==> src/rtl/seg_pipe_adder_pkg.sv <==
// Shared constants and parameter helpers for the segmented pipelined adder.
package seg_pipe_adder_pkg;

    localparam int unsigned DEF_WIDTH    = 64;
    localparam int unsigned DEF_SEGMENTS = 2;

    function automatic int unsigned slice_width(input int unsigned width,
                                                input int unsigned segments);
        return width / segments;
    endfunction

    function automatic bit params_ok(input int unsigned width,
                                     input int unsigned segments);
        return (segments >= 1) && (segments <= 8) && ((width % segments) == 0);
    endfunction

endpackage

==> src/rtl/seg_pipe_adder_if.sv <==
// Operand/result bundle for seg_pipe_adder.
interface seg_pipe_adder_if #(
    parameter int unsigned WIDTH = 64
);
    logic             in_vld;
    logic [WIDTH-1:0] op0;
    logic [WIDTH-1:0] op1;
    logic             out_vld;
    logic [WIDTH-1:0] sum;
    logic             cout;

    modport master (output in_vld, op0, op1, input out_vld, sum, cout);
    modport slave  (input in_vld, op0, op1, output out_vld, sum, cout);
endinterface

==> src/rtl/seg_add_stage.sv <==
// One carry-chain slice: adds slice IDX with the incoming carry and forwards
// operands and partial sum to the next slice.
module seg_add_stage
    import seg_pipe_adder_pkg::*;
#(
    parameter int unsigned WIDTH    = DEF_WIDTH,
    parameter int unsigned SEGMENTS = DEF_SEGMENTS,
    parameter int unsigned IDX      = 0
) (
    input  logic             clk,
    input  logic             rst_n,
    input  logic             vld_i,
    input  logic             cy_i,
    input  logic [WIDTH-1:0] a_i,
    input  logic [WIDTH-1:0] b_i,
    input  logic [WIDTH-1:0] s_i,
    output logic             vld_o,
    output logic             cy_o,
    output logic [WIDTH-1:0] a_o,
    output logic [WIDTH-1:0] b_o,
    output logic [WIDTH-1:0] s_o
);

    localparam int unsigned SW = slice_width(WIDTH, SEGMENTS);
    localparam int unsigned LO = IDX * SW;

    logic [SW:0]      slice_sum;
    logic             vld_d, vld_q;
    logic             cy_d, cy_q;
    logic [WIDTH-1:0] a_d, a_q;
    logic [WIDTH-1:0] b_d, b_q;
    logic [WIDTH-1:0] s_d, s_q;

    // Valid always advances; data only loads with a valid so outputs hold across bubbles.
    always_comb begin
        slice_sum = {1'b0, a_i[LO +: SW]} + {1'b0, b_i[LO +: SW]} + {{SW{1'b0}}, cy_i};
        vld_d     = vld_i;
        cy_d      = cy_q;
        a_d       = a_q;
        b_d       = b_q;
        s_d       = s_q;
        if (vld_i) begin
            cy_d           = slice_sum[SW];
            a_d            = a_i;
            b_d            = b_i;
            s_d            = s_i;
            s_d[LO +: SW]  = slice_sum[SW-1:0];
        end
    end

    always_ff @(posedge clk or negedge rst_n) begin
        if (!rst_n) begin
            vld_q <= 1'b0;
            cy_q  <= 1'b0;
            a_q   <= '0;
            b_q   <= '0;
            s_q   <= '0;
        end else begin
            vld_q <= vld_d;
            cy_q  <= cy_d;
            a_q   <= a_d;
            b_q   <= b_d;
            s_q   <= s_d;
        end
    end

    assign vld_o = vld_q;
    assign cy_o  = cy_q;
    assign a_o   = a_q;
    assign b_o   = b_q;
    assign s_o   = s_q;

endmodule

==> src/rtl/seg_pipe_adder.sv <==
// Pipelined unsigned adder: SEGMENTS registered slices, one add per cycle,
// result SEGMENTS edges after the operands are sampled.
module seg_pipe_adder
    import seg_pipe_adder_pkg::*;
#(
    parameter int unsigned WIDTH    = DEF_WIDTH,
    parameter int unsigned SEGMENTS = DEF_SEGMENTS
) (
    input  logic           clk,
    input  logic           rst_n,
    seg_pipe_adder_if.slave bus
);

    if (!params_ok(WIDTH, SEGMENTS)) begin : g_bad_params
        $error("seg_pipe_adder: SEGMENTS must be 1..8 and divide WIDTH");
    end

    logic             vld_p [SEGMENTS+1];
    logic             cy_p  [SEGMENTS+1];
    logic [WIDTH-1:0] a_p   [SEGMENTS+1];
    logic [WIDTH-1:0] b_p   [SEGMENTS+1];
    logic [WIDTH-1:0] s_p   [SEGMENTS+1];

    assign vld_p[0] = bus.in_vld;
    assign cy_p[0]  = 1'b0;
    assign a_p[0]   = bus.op0;
    assign b_p[0]   = bus.op1;
    assign s_p[0]   = '0;

    for (genvar g = 0; g < SEGMENTS; g++) begin : g_stage
        seg_add_stage #(
            .WIDTH    (WIDTH),
            .SEGMENTS (SEGMENTS),
            .IDX      (g)
        ) u_stage (
            .clk   (clk),
            .rst_n (rst_n),
            .vld_i (vld_p[g]),
            .cy_i  (cy_p[g]),
            .a_i   (a_p[g]),
            .b_i   (b_p[g]),
            .s_i   (s_p[g]),
            .vld_o (vld_p[g+1]),
            .cy_o  (cy_p[g+1]),
            .a_o   (a_p[g+1]),
            .b_o   (b_p[g+1]),
            .s_o   (s_p[g+1])
        );
    end

    // Operand copies leaving the last slice are fully consumed; sink them.
    logic unused_ops;
    assign unused_ops = ^{a_p[SEGMENTS], b_p[SEGMENTS]};

    assign bus.out_vld = vld_p[SEGMENTS];
    assign bus.sum     = s_p[SEGMENTS];
    assign bus.cout    = cy_p[SEGMENTS];

endmodule

==> src/flat_wrapper.sv <==
// flat-port wrapper written by rule: the top's interface ports become plain ports
module seg_pipe_adder_flat import seg_pipe_adder_pkg::*;
#(
    parameter int unsigned WIDTH    = DEF_WIDTH,
    parameter int unsigned SEGMENTS = DEF_SEGMENTS
)
  (clk, rst_n, bus_in_vld, bus_op0, bus_op1, bus_out_vld, bus_sum, bus_cout);
  seg_pipe_adder_if #(.WIDTH(WIDTH)) bus_i ();
  input  logic clk;
  input  logic rst_n;
  input wire logic [$bits(bus_i.in_vld)-1:0] bus_in_vld;
  input wire logic [$bits(bus_i.op0)-1:0] bus_op0;
  input wire logic [$bits(bus_i.op1)-1:0] bus_op1;
  output wire logic [$bits(bus_i.out_vld)-1:0] bus_out_vld;
  output wire logic [$bits(bus_i.sum)-1:0] bus_sum;
  output wire logic [$bits(bus_i.cout)-1:0] bus_cout;
  assign bus_i.in_vld = bus_in_vld;
  assign bus_i.op0 = bus_op0;
  assign bus_i.op1 = bus_op1;
  assign bus_out_vld = bus_i.out_vld;
  assign bus_sum = bus_i.sum;
  assign bus_cout = bus_i.cout;
  seg_pipe_adder #(.WIDTH(WIDTH), .SEGMENTS(SEGMENTS)) u_core (.clk(clk), .rst_n(rst_n), .bus(bus_i));
endmodule
==> config.mk <==
export PLATFORM = sky130hd
export DESIGN_NAME = seg_pipe_adder_flat
export DESIGN_NICKNAME = d
export VERILOG_FILES = /design/src/rtl/seg_pipe_adder_pkg.sv /design/src/rtl/seg_pipe_adder_if.sv /design/src/rtl/seg_add_stage.sv /design/src/rtl/seg_pipe_adder.sv /design/src/flat_wrapper.sv
export SDC_FILE = /design/constraint.sdc
export NUM_CORES = 1
export LEC_CHECK = 0
export ABC_AREA = 0
export CORE_MARGIN = 2
export CORE_UTILIZATION = 60
export CTS_BUF_LIST = sky130_fd_sc_hd__clkbuf_16
export DETAILED_ROUTE_END_ITERATION = 10
export DONT_BUFFER_PORTS = 1
export PLACE_DENSITY = 0.81
export SLEW_MARGIN = 20
export SYNTH_ARGS = -nofsm -noshare
export SYNTH_HDL_FRONTEND = slang
export SYNTH_HIERARCHICAL = 1
export SYNTH_SLANG_ARGS = --single-unit
export TNS_END_PERCENT = 50
==> constraint.sdc <==
create_clock -name clk -period 2.7 [get_ports clk]
set_input_delay 0.54 -clock clk [delete_from_list [all_inputs] [get_ports clk]]
set_output_delay 0.54 -clock clk [all_outputs]
set_load 0.02 [all_outputs]
* After elaboration in Yosys (flattened, before gate mapping)
Cells that the tools add are included.
** Cells by class
- $add $sub $neg :: 3
** Operators with widths (number)
- $add A32 B32 Y33 :: 2
- $add A33 B1 Y33 :: 1
** Storage, ports and cells
- Register bits :: 228
- Logic and storage cells :: 11

* Logic depth before layout (Yosys ltp)
Gate-level depths: netlist of run 1.
- Depth in word-level cells :: 2
- Gate-level depth with buffers :: 9
- Gate-level depth less buffers :: 9

* By module
The synthesis of run 1 kept the hierarchy.
** Modules (own cells, without submodules)
- seg_add_stage at u_core.g_stage[0].u_stage :: times used 1, cells an instance 675, area an instance 8972.4 sq um, seq. area each 4854.7 sq um
- seg_add_stage at u_core.g_stage[1].u_stage :: times used 1, cells an instance 687, area an instance 8906.0 sq um, seq. area each 4854.7 sq um
- seg_pipe_adder :: times used 1, cells an instance 1, area an instance 3.8 sq um, seq. area each 0.0 sq um

* Worst setup path after synthesis of run 1
OpenSTA, ideal clock, no wires.
- Path type :: input to register
- From :: input port bus_op0[0]
- To :: register u_core.g_stage[0].u_stage.s_q[26]
- Arrival time :: 2.766 ns
- Required time :: 2.575 ns
- Setup slack :: -0.191 ns
- Stages on the path :: 9
- Buffers on the path :: 0
- Cells stage by stage :: fa_1 > fa_1 > a21oi_1 > o211ai_1 > a21oi_2 > o21ai_2 > a311o_1 > xor2_1 > mux2_2
** On the way
- Word-level cells in the longest chain between the ends :: 1
** Ends and longest elaborated chain
- from (decl) :: line flat_wrapper.sv:12 : input wire logic [$bits(bus_i.op0)-1:0] bus_op0;
- $add A32 B32 Y33 :: line seg_add_stage.sv:36 : slice_sum = {1'b0, a_i[LO +: SW]} + {1'b0, b_i[LO +: SW]} + {{SW{1'b0}}, cy_i};
- to (signal assigned) :: line seg_add_stage.sv:57 : s_q <= '0;
- to (signal assigned) :: line seg_add_stage.sv:63 : s_q <= s_d;
- to (decl) :: line seg_add_stage.sv:32 : logic [WIDTH-1:0] s_d, s_q;
Every way passes these cells.
A chain may end at the register's enable or synchronous reset.

* Final worst setup path of run 1
- From :: register u_core.g_stage[0].u_stage.cy_q
- To :: register u_core.g_stage[1].u_stage.s_q[60]
** On the way
- Word-level cells in the longest chain between the ends :: 1
** Ends and longest elaborated chain
- from (decl) :: line seg_add_stage.sv:29 : logic cy_d, cy_q;
- from (signal assigned) :: line seg_add_stage.sv:60 : cy_q <= cy_d;
- $add A33 B1 Y33 :: line seg_add_stage.sv:36
- to (signal assigned) :: line seg_add_stage.sv:57
- to (signal assigned) :: line seg_add_stage.sv:63
- to (decl) :: line seg_add_stage.sv:32
Every way passes these cells.

==> impl_metrics.env, run 1 <==
export IMPL_grt_setup_unrepaired="true"
export IMPL_initialDrtViolationCount=440
export IMPL_endpoint_kind="register"
export IMPL_place_ws_ns=-0.2470
export IMPL_period_needed_ns=2.706
export IMPL_fp_dieW_um=131.1
export IMPL_setup_violations=2
export IMPL_cp_arrival_ns=3.04
export IMPL_synth_area_per_cell_um2=10.80
export IMPL_dp_hpwl_mm=15.36
export IMPL_first_global_vias=6828
export IMPL_clock_tree_buffer_depth=2
export IMPL_layout_common_cells="163 x dfrtp_1, 137 x mux2_2, 63 x nand2_1"
export IMPL_timing_fmax_mhz=369.6
export IMPL_dp_cells=1088
export IMPL_cap_violations=0
export IMPL_regArea_um2=4108
export IMPL_fin_tns_setup_ns=-0.005844
export IMPL_path_class="reg2reg"
export IMPL_ios=197
export IMPL_multiInputGateArea_um2=5381
export IMPL_fin_ws_ns=-0.005609
export IMPL_critical_path_buf_inv_count=1
export IMPL_clock_skew_ns=0.01051
export IMPL_finalHoldViolCount=164
export IMPL_finish_utilization_pct=66.57
export IMPL_slew_headroom_pct=62.29
export IMPL_maxSlewViolCount=0
export IMPL_cts_sinks=164
export IMPL_crit_family="compound AO/OA/AOI/OAI gates"
export IMPL_hp_class="in2async"
export IMPL_fin_cells=1121
export IMPL_die_height_um=131.1
export IMPL_clk_latency_ns=0.42
export IMPL_grt_pass1_wl_mm=33.66
export IMPL_postRouteAntennaNets=0
export IMPL_powerDensity_nw_per_um2=771.4
export IMPL_fin_crit_sh_pct=100.2
export IMPL_htree_levels=4
export IMPL_worst_pin_slew_ns=0.5623
export IMPL_core_area_um2=15830
export IMPL_crit_chain="fa_2, fa_2, a21oi_2, o211ai_1, a21oi_2, buf_4, nor4_2, o31ai_2, nand4_1, o211ai_1"
export IMPL_power_leakage_nw=4.450
export IMPL_grt_overflow_total=0
export IMPL_via_per_inst=6.240
export IMPL_cp_data_required_time_ns=3.03
export IMPL_num_fill_cells=1188
export IMPL_wl_per_cell_um=19.08
export IMPL_rows=46
export IMPL_io_buffers=0
export IMPL_vdd_drop_max_uv=447.6
export IMPL_numCtsBuffers=17
export IMPL_diodes=0
export IMPL_r2r_setup_slack_ns=-0.006
export IMPL_clkTransAtPathRegs_ns=0.07
export IMPL_whs_ns=-0.1872
export IMPL_synth_area_um2=9687
export IMPL_tritoncts="built"
export IMPL_nNetsFinal=1089
export IMPL_slowest_stage="fa_2"
export IMPL_totalWireLength_mm=21.39
export IMPL_violations="negative hold slack, negative setup slack"
export IMPL_syn2layout_area_growth_pct=8.771
export IMPL_cpPeakStageDelay_ns=0.42
export IMPL_start_kind="register"
export IMPL_drc_errors=0
export IMPL_firstDrtPassIters=5
export IMPL_syn_nets=1094
export IMPL_dr_total_vias=6995
export IMPL_status="finished, violations left"
export IMPL_yosys_warnings=6
export IMPL_grt_usage_pct=24.87
export IMPL_drive_gt1_share_pct=26.08
export IMPL_grt_start_max_net_pins=165
export IMPL_die_area_um2=17180
export IMPL_syn_inst=897
export IMPL_cts_root_buf="clkbuf_16"
export IMPL_antenna_found_initial=2
export IMPL_layout_commonest_cell="dfrtp_1"
export IMPL_crit_fanout=3
export IMPL_routabilityCongestion=0.8711
export IMPL_start_util_pct=61.20
## through the flow
step / power [mW] / hold slack (ns) / instance area, um^2
floorplan: 5.386 / 0.2444 / 9696
global placement: 5.831 / 0.2493 / 9922
detailed placement: 5.900 / 0.2490 / 9922
CTS: 8.126 / -0.2002 / 10480
global route: 8.567 / -0.2155 / 10540
finish: 8.128 / -0.1872 / 10540
## what timing repair did
item / 4_1_cts / 5_1_grt
pin swaps: 7 / 10
gates cloned: 0 / 0
resized for setup: 6 / 10
endpoints found under the hold margin: 164 / 164
setup endpoints to repair: 11 / 9
setup buffers: 0 / 1
## sequential cells by signal, indices dropped and copies added, names as in the netlist
| register | cells |
|---|---|
| u_core/g_stage.u_stage/s_o | 96 |
| u_core/g_stage.u_stage/a_o | 32 |
| u_core/g_stage.u_stage/b_o | 32 |
| u_core/g_stage.u_stage/cy_o | 2 |
| u_core/g_stage.u_stage/vld_o | 2 |
## power by group
part	switching, mW	internal [mW]	leakage (nW)
Sequential	0.847	3.02	1.92
Clock	1.01	1.18	0.253
Combinational	1.03	1.04	2.28
## layout make-up
type | count | area share [%]
Clock inverter | 15 | 1.009
Tap cell | 216 | 2.565
Timing Repair Buffer | 20 | 1.544
Clock buffer | 17 | 4.038
Multi-Input combinational cell | 667 | 51.07
Sequential cell | 164 | 38.99
Inverter | 22 | 0.7838
## final timing paths
check	start	endpoint	cells past startpoint
min reg2reg	u_core/g_stage[0].u_stage/s_o[5]	u_core/g_stage[0].u_stage/s_o[5]	1
max	u_core/g_stage[0].u_stage/cy_o	u_core/g_stage[1].u_stage/s_o[60]	10
max in group asynchronous	rst_n	u_core/g_stage[0].u_stage/vld_o	0
max reg2reg	u_core/g_stage[0].u_stage/cy_o	u_core/g_stage[1].u_stage/s_o[60]	10
min in group clk	bus_in_vld	u_core/g_stage[0].u_stage/vld_o	0
min	rst_n	u_core/g_stage[0].u_stage/b_o[49]	0
## layer usage
layer	wire [um]	vias to the layer above	global-route usage [%]
met4	395	4	8.573
met1	9061	3405	31.71
met3	1597	39	6.088
li1	-	3276	-
met5	30	-	0
met2	10310	271	41.63
(Power assumes the default switching activity.)
==> run 2: changes to the inputs <==
--- a/config.mk
+++ b/config.mk
@@ -11,7 +11,7 @@
 export CTS_BUF_LIST = sky130_fd_sc_hd__clkbuf_16
 export DETAILED_ROUTE_END_ITERATION = 10
 export DONT_BUFFER_PORTS = 1
-export PLACE_DENSITY = 0.81
+export PLACE_DENSITY = 0.79
 export SLEW_MARGIN = 20
 export SYNTH_ARGS = -nofsm -noshare
 export SYNTH_HDL_FRONTEND = slang
==> run 2 against run 1 <==
First-iteration DRC count shrank 14%. Sequential power is essentially flat. Critical endpoint unchanged. Core utilization grew 0.75 points. Final cell count grew 0.89%. Hold slack is essentially flat. Global-route usage grew 0.23 points. Maximum frequency grew 0.78%. Via count grew 0.99%. Design area grew 1.1%. Flip-flop and latch count is the same. Count of clock-buffer cells in the layout is the same. The run ends with negative hold slack left. Total power grew 2.3%.
==> impl_metrics.env, run 2 (same netlist as run 1, synthesis figures left out) <==
export IMPL_status="finished, violations left"
export IMPL_violations="negative hold slack"
export IMPL_htree_levels=4
export IMPL_start_util_pct=61.20
export IMPL_rows=46
export IMPL_grt_pass1_wl_mm=33.73
export IMPL_io_buffers=0
export IMPL_die_area_um2=17180
export IMPL_clkTransAtPathRegs_ns=0.07
export IMPL_wl_per_cell_um=19.13
export IMPL_dp_cells=1096
export IMPL_routabilityCongestion=0.9242
export IMPL_cp_data_required_time_ns=3.03
export IMPL_cts_sinks=164
export IMPL_setup_violations=0
export IMPL_antenna_found_initial=4
export IMPL_finish_utilization_pct=67.32
export IMPL_numCtsBuffers=17
export IMPL_crit_fanout=3
export IMPL_die_height_um=131.1
export IMPL_maxSlewViolCount=0
export IMPL_initialDrtViolationCount=377
export IMPL_drive_gt1_share_pct=26.51
export IMPL_clock_skew_ns=0.009167
export IMPL_grt_start_max_net_pins=165
export IMPL_fin_crit_sh_pct=99.43
export IMPL_nNetsFinal=1097
export IMPL_tritoncts="built"
export IMPL_grt_setup_unrepaired="true"
export IMPL_fin_ws_ns=0.01543
export IMPL_layout_common_cells="163 x dfrtp_1, 136 x mux2_2, 63 x nand2_1"
export IMPL_hp_class="in2async"
export IMPL_ios=197
export IMPL_syn2layout_area_growth_pct=9.997
export IMPL_clock_tree_buffer_depth=2
export IMPL_power_leakage_nw=4.524
export IMPL_cp_arrival_ns=3.01
export IMPL_dp_hpwl_mm=15.61
export IMPL_timing_fmax_mhz=372.5
export IMPL_via_per_inst=6.246
export IMPL_first_global_vias=6793
export IMPL_grt_usage_pct=25.10
export IMPL_clk_latency_ns=0.42
export IMPL_cts_root_buf="clkbuf_16"
export IMPL_whs_ns=-0.1875
export IMPL_largest_reg_flops=96
export IMPL_totalWireLength_mm=21.64
export IMPL_endpoint_kind="register"
export IMPL_powerDensity_nw_per_um2=780.4
export IMPL_place_ws_ns=-0.2326
export IMPL_vdd_drop_max_uv=489.5
export IMPL_cap_violations=0
export IMPL_fp_dieW_um=131.1
export IMPL_period_needed_ns=2.685
export IMPL_path_class="reg2reg"
export IMPL_core_area_um2=15830
export IMPL_dr_total_vias=7064
export IMPL_grt_overflow_total=0
export IMPL_total_power_mw=8.315
export IMPL_layout_commonest_cell="dfrtp_1"
export IMPL_postRouteAntennaNets=0
export IMPL_num_fill_cells=1206
export IMPL_firstDrtPassIters=5
export IMPL_fin_cells=1131
export IMPL_drc_errors=0
export IMPL_finalHoldViolCount=164
export IMPL_start_kind="register"
-- run 2: path summary, 6_finish.rpt --
path / start / end / slack (ns) / cells after the start
setup / recovery: u_core/g_stage[0].u_stage/a_o[32] / u_core/g_stage[1].u_stage/s_o[60] / 0.02 / 12
hold / removal: rst_n / u_core/g_stage[0].u_stage/a_o[52] / -0.19 / 0
setup reg to reg: u_core/g_stage[0].u_stage/a_o[32] / u_core/g_stage[1].u_stage/s_o[60] / 0.02 / 12
hold reg to reg: u_core/g_stage[0].u_stage/s_o[5] / u_core/g_stage[0].u_stage/s_o[5] / 0.48 / 1
max in group asynchronous: rst_n / u_core/g_stage[1].u_stage/s_o[28] / 2.73 / 0
min in group clk: bus_in_vld / u_core/g_stage[0].u_stage/vld_o / 0.19 / 0
-- run 2: per-stage QoR --
step	TNS, ns	instance area (um^2)
after CTS	-0.09092	10610
after global placement	-1.663	9982
after floorplan	-0.1183	9696
final	0	10660
after global routing	-0.4159	10650
after detailed placement	-2.519	9982
-- run 2: layout make-up --
cell class / instances / area [um^2] / area share [%]
antenna: 2 / 5.005 / 0.04697
clock buffer: 17 / 425.4 / 3.992
clock inverter: 15 / 141.4 / 1.327
inverter: 22 / 82.58 / 0.7750
multi-input combinational: 667 / 5396 / 50.65
sequential: 164 / 4108 / 38.55
tap: 216 / 270.3 / 2.536
timing repair buffer: 28 / 226.5 / 2.125
-- run 2: report_power, final --
part,leakage [nW],internal [mW],switching [mW]
logic,2.33,1.08,1.05
clock network,0.279,1.35,0.976
registers,1.92,3.02,0.843
total,4.52,5.45,2.87
-- run 2: what timing repair did --
item | CTS | global route
gates cloned | 0 | 0
endpoints found under the setup margin | 10 | 11
setup buffers | 1 | 0
resized for setup | 11 | 9
hold endpoints to repair | 164 | 164
pin swaps | 11 | 7
-- run 2: critical path: stages (launching register included) --
cell      delay [ns]
dfrtp_1         0.40
fa_2            0.42
fa_2            0.38
a21oi_4         0.16
o211ai_1        0.13
a21oi_1         0.20
buf_4           0.18
buf_6           0.11
nor4_2          0.05
o31ai_1         0.21
buf_4           0.16
nand4_1         0.09
o211ai_1        0.10
-- run 2: per-layer routing --
| metal | global-route usage, % | share of wire [%] |
|---|---|---|
| met5 | 0 | 0.12 |
| met4 | 7.196 | 1.6 |
| met3 | 7.914 | 7.9 |
| met2 | 42.76 | 48 |
| met1 | 30.80 | 42 |
